===== config.mk =====
export PLATFORM = sky130hd
export DESIGN_NAME = mul_seq
export DESIGN_NICKNAME = d
export VERILOG_FILES = /design/src/rtl/mul_seq.sv
export SDC_FILE = /design/constraint.sdc
export NUM_CORES = 1
export LEC_CHECK = 0
export CAP_MARGIN = 10
export CELL_PAD_IN_SITES_DETAIL_PLACEMENT = 0
export CELL_PAD_IN_SITES_GLOBAL_PLACEMENT = 1
export CORE_MARGIN = 2
export CORE_UTILIZATION = 42
export CTS_BUF_LIST = sky130_fd_sc_hd__clkbuf_4
export DETAILED_ROUTE_END_ITERATION = 16
export GPL_TIMING_DRIVEN = 0
export PLACE_DENSITY = 0.87
export REMOVE_ABC_BUFFERS = 1
export SLEW_MARGIN = 25
export SYNTH_ARGS = -nofsm -noshare
export SYNTH_HDL_FRONTEND = slang
export SYNTH_SLANG_ARGS = --single-unit

===== constraint.sdc =====
create_clock -name clk -period 3.8 [get_ports clk]
set_input_delay 0.76 -clock clk [delete_from_list [all_inputs] [get_ports clk]]
set_output_delay 0.76 -clock clk [all_outputs]
set_load 0.01 [all_outputs]

===== src/rtl/mul_seq.sv =====
`default_nettype none
// ============================================================================
// Module   : mul_seq
// Brief    : Iterative radix-2 shift-add multiplier for MUL/MULH/MULHSU/MULHU.
// Revision : 1.0
// ============================================================================
module mul_seq #(
    parameter int WIDTH = 32
) (
    input  logic                 clk,
    input  logic                 rst,
    input  logic [WIDTH-1:0]     a,
    input  logic [WIDTH-1:0]     b,
    input  logic [1:0]           op,
    input  logic                 valid,
    output logic                 ready,
    output logic [2*WIDTH-1:0]   product,
    output logic [WIDTH-1:0]     result
);

    localparam int                CNT_W      = $clog2(WIDTH + 1);
    localparam logic [CNT_W-1:0]  C_CNT_LAST = CNT_W'(WIDTH);
    localparam logic [1:0]        C_OP_MUL   = 2'b00;
    localparam logic [1:0]        C_OP_MULH  = 2'b01;
    localparam logic [1:0]        C_OP_MULSU = 2'b10;

    typedef enum logic [1:0] {
        ST_IDLE = 2'd0,
        ST_RUN  = 2'd1,
        ST_DONE = 2'd2
    } state_t;

    state_t               state_q, state_d;
    logic [CNT_W-1:0]     cnt_q, cnt_d;
    logic [1:0]           op_q, op_d;
    logic [WIDTH-1:0]     mcand_q, mcand_d;
    logic [2*WIDTH-1:0]   acc_q, acc_d;
    logic                 neg_q, neg_d;
    logic                 ready_q, ready_d;
    logic [2*WIDTH-1:0]   product_q, product_d;
    logic [WIDTH-1:0]     result_q, result_d;

    logic                 w_a_neg, w_b_neg;
    logic [WIDTH-1:0]     w_a_mag, w_b_mag;
    logic [WIDTH:0]       w_sum;
    logic [2*WIDTH-1:0]   w_step;
    logic [2*WIDTH-1:0]   w_prod_fin;

    always_comb begin
        w_a_neg    = a[WIDTH-1] & ((op == C_OP_MULH) || (op == C_OP_MULSU));
        w_b_neg    = b[WIDTH-1] & (op == C_OP_MULH);
        // The most-negative operand negates to itself, which is the correct unsigned magnitude.
        w_a_mag    = w_a_neg ? -a : a;
        w_b_mag    = w_b_neg ? -b : b;
        w_sum      = {1'b0, acc_q[2*WIDTH-1:WIDTH]} + {1'b0, mcand_q};
        w_step     = acc_q[0] ? {w_sum, acc_q[WIDTH-1:1]} : {1'b0, acc_q[2*WIDTH-1:1]};
        w_prod_fin = neg_q ? -acc_q : acc_q;

        state_d   = state_q;
        cnt_d     = cnt_q;
        op_d      = op_q;
        mcand_d   = mcand_q;
        acc_d     = acc_q;
        neg_d     = neg_q;
        ready_d   = ready_q;
        product_d = product_q;
        result_d  = result_q;

        if (!valid) begin
            state_d = ST_IDLE;
            ready_d = 1'b0;
            cnt_d   = '0;
            acc_d   = '0;
        end else begin
            case (state_q)
                ST_IDLE: begin
                    op_d    = op;
                    mcand_d = w_a_mag;
                    acc_d   = {{WIDTH{1'b0}}, w_b_mag};
                    neg_d   = w_a_neg ^ w_b_neg;
                    cnt_d   = '0;
                    state_d = ST_RUN;
                end
                ST_RUN: begin
                    if (cnt_q == C_CNT_LAST) begin
                        product_d = w_prod_fin;
                        result_d  = (op_q == C_OP_MUL) ? w_prod_fin[WIDTH-1:0]
                                                       : w_prod_fin[2*WIDTH-1:WIDTH];
                        ready_d   = 1'b1;
                        state_d   = ST_DONE;
                    end else begin
                        acc_d = w_step;
                        cnt_d = cnt_q + CNT_W'(1);
                    end
                end
                ST_DONE: begin
                    // Hold until valid drops; a fresh request needs a trip through IDLE.
                end
                default: state_d = ST_IDLE;
            endcase
        end
    end

    always_ff @(posedge clk) begin
        if (rst) begin
            state_q   <= ST_IDLE;
            cnt_q     <= '0;
            op_q      <= '0;
            mcand_q   <= '0;
            acc_q     <= '0;
            neg_q     <= 1'b0;
            ready_q   <= 1'b0;
            product_q <= '0;
            result_q  <= '0;
        end else begin
            state_q   <= state_d;
            cnt_q     <= cnt_d;
            op_q      <= op_d;
            mcand_q   <= mcand_d;
            acc_q     <= acc_d;
            neg_q     <= neg_d;
            ready_q   <= ready_d;
            product_q <= product_d;
            result_q  <= result_d;
        end
    end

    assign ready   = ready_q;
    assign product = product_q;
    assign result  = result_q;

endmodule
`default_nettype wire


==> flow_summary.toml, run 1 <==
[yosys]
synth_cell_types = 74
yosys_warnings = 0
synth_cells = 1553
yosysTopAreaCell = "dfxtp_1"
synth.top_cell.area_share = 0.334
synth.most_common_cell = "dfxtp_1"
synth-edff-count = 0
synthFlopType = "dfxtp_1"
avgSynthCellArea_um2 = 7.86
synth_area_leaders = "dfxtp_1 (33%), nor2_1 (6.2%), xor2_1 (5.0%)"
ys_ff_latch = 204
synth-async-reset-ratio = 0
synth.cell_area_mm2 = 0.0122
synthTopCellsByCount = "dfxtp_1 (204), nor2_1 (201), nand2_1 (161)"
ys_seq_area_frac = 0.334

[global_route]
grt_usage = 0.242
antenna_found_initial = 1
grt_max_degree = 75
grt_pass1_vias = 11200
grt-ovfl-total = 0
grt_pass1_wl_um = 59800

[clock_tree]
cts.sinks = 204
root_buffer = "clkbuf_4"
path_clk_slew_ns = 0.07
clk_path_buf_depth = 3
ctsHoldBuffers = 0
clk_latency_ns = 0.69
cts_tree = "built"
h-tree-depth = 2
cts-buffers-inserted = 55

[layout]
final_nets = 1790
multi_input_area_mm2 = 0.00767
ff_latch_area_mm2 = 0.00409
syn_to_final_growth_pct = 22.4
fill_cells = 2814
finish.utilization = 0.521
drive_above_1_share = 0.0844

[power]
finalPower_uw = 5050
p_per_area_mw_per_mm2 = 338
p_leak_uw = 0.00545
peakVddDrop_uv = 172

[place]
hpwl_um = 27900
routabilityCongestion = 0.934
io_buffers = 165

[sta]
period_minus_slack_ns = 3.62
timing.fmax_mhz = 276
maxSlewViolCount = 0
maxSlewHeadroom = 0.323
tightestPinTransition_ns = 1.01
setup_violations = 0
fin_skew_ns = 0.0500
finalHoldViolCount = 0
min_period_over_period = 0.953
rsz0062_at_grt = "no"

[floorplanning]
die-area_mm2 = 0.0305
die_w_um = 175
coreArea_mm2 = 0.0287
num_rows = 62
die_h_um = 175
start_util = 0.425
io_pins = 166

[setup_path]
cp.required_ns = 4.34
cp.arrival_ns = 4.16
crit_path_start_kind = "flop"
end_kind = "flop"
crit_path_max_fanout = 17
crit_type = "reg -> reg"

[routing]
avgRoutedWirePerCell_um = 18.0
dr.first_iter.drc_count = 911
drc = 0
via_per_inst = 5.74
ant_nets = 0
detail_route.first_pass.iterations = 5
routed_wl_um = 37800
via_count = 12100

[run]
maxCapViolCount = 0

[status]
status = "finished clean"

[worst_hold_path]
hold_class = "in -> reg"
-- power by group --
group | switching, uW | total (uW) | internal [uW]
Clock | 914 | 1970 | 1050
Sequential | 84.8 | 2270 | 2190
Combinational | 481 | 812 | 331
-- final timing paths --
check,cells past startpoint,slack [ns],start,end
worst max-delay path,8,0.18,acc_q[0],result[19]
worst min-delay path,2,0.45,rst,result[1]
worst max register to register,8,0.18,acc_q[0],result[19]
worst min register to register,2,0.45,result[13],result[13]
-- per-layer routing --
layer | vias up | share of wire | global-route usage
met5 | - | 0 | 0
met4 | 0 | 0.025 | 0.0830
met3 | 66 | 0.058 | 0.0359
met2 | 393 | 0.46 | 0.398
met1 | 5648 | 0.46 | 0.324
li1 | 5974 | - | -
-- final cells by class --
type,instances,share of cell area
multi-input cells,1208,0.513
flip-flops and latches,204,0.273
repair buffers,179,0.126
clock buffers,83,0.0417
well taps,384,0.0321
inverters,34,0.00862
clock inverters,11,0.00469
diodes,1,0.000167
-- layout by cell type, fill, tap and decap left out, types with 20 or more instances in the layout --
cell type | netlist | layout
o31ai_1 | 30 | 30
a21oi_1 | 117 | 116
o21ai_0 | 65 | 65
nand3_1 | 21 | 20
ha_1 | 38 | 38
nor3_1 | 43 | 43
nor2_1 | 201 | 196
dfxtp_1 | 204 | 202
nand2_1 | 161 | 161
a211oi_1 | 77 | 77
xnor2_1 | 68 | 68
xor2_1 | 70 | 70
a22oi_1 | 20 | 20
clkbuf_4 | 0 | 83
inv_1 | 33 | 33
or3_1 | 27 | 27
clkdlybuf4s50_1 | 0 | 164
-- logic make-up (layout without fill, tap and decap cells) --
| logic type | count (synthesis) | after routing | share of synthesized area |
|---|---|---|---|
| AND/OR/NAND/NOR | 551 | 551 | 0.209 |
| multiplexers | 9 | 9 | 0.00748 |
| XOR/XNOR | 138 | 138 | 0.0990 |
| buffers and inverters | 141 | 307 | 0.0444 |
| adder cells (fa/ha/maj) | 39 | 39 | 0.0406 |
| flip-flops | 204 | 204 | 0.334 |
| other | 0 | 1 | 0 |
| AO/OA/AOI/OAI | 471 | 471 | 0.265 |
-- sequential cells by signal (all words and copies together) (netlist names) --
register and count:
acc_q 64, cnt_q 6, mcand_q 32, neg_q 1, op_q 2, product 64, ready 1, result 32
state_q 2
-- repair_timing --
action | 4_1_cts | 5_1_grt
endpoints found under the setup margin | 120 | 11
setup buffers | 0 | 5
pin swaps | 0 | 1
gates resized for setup | 4 | 2
-- critical path: stages, from the launching register on --
cell,delay (ns)
dfxtp_1,0.57
nor3_1,0.54
nand3_1,0.19
or3_1,0.57
or4_4,0.56
o41ai_4,0.24
xor2_1,0.45
mux2i_1,0.15
a22o_1,0.20
-- metrics by stage --
step / setup WS [ns] / std cells / instance area, um^2 / setup TNS (ns) / hold slack [ns]
finish: 0.180 / 2104 / 15000 / 0 / 0.449
global route: 0.0553 / 2104 / 15000 / 0 / 0.432
CTS: 0.0792 / 2098 / 14900 / 0 / 0.412
detailed placement: -1.24 / 2004 / 14200 / -49.72 / 0.439
global placement: -4.16 / 1995 / 13900 / -544.83 / 0.436
floorplan: -1.35 / 1446 / 11800 / -79.27 / 0.435
Note: power is estimated with default switching activity, not from simulation.
==> run 2, diff against run 1 <==
Settings changed: CAP_MARGIN 10 to 20.
==> results of run 2 <==
Same layout as run 1: the final DEF is identical, and so are final timing and power.
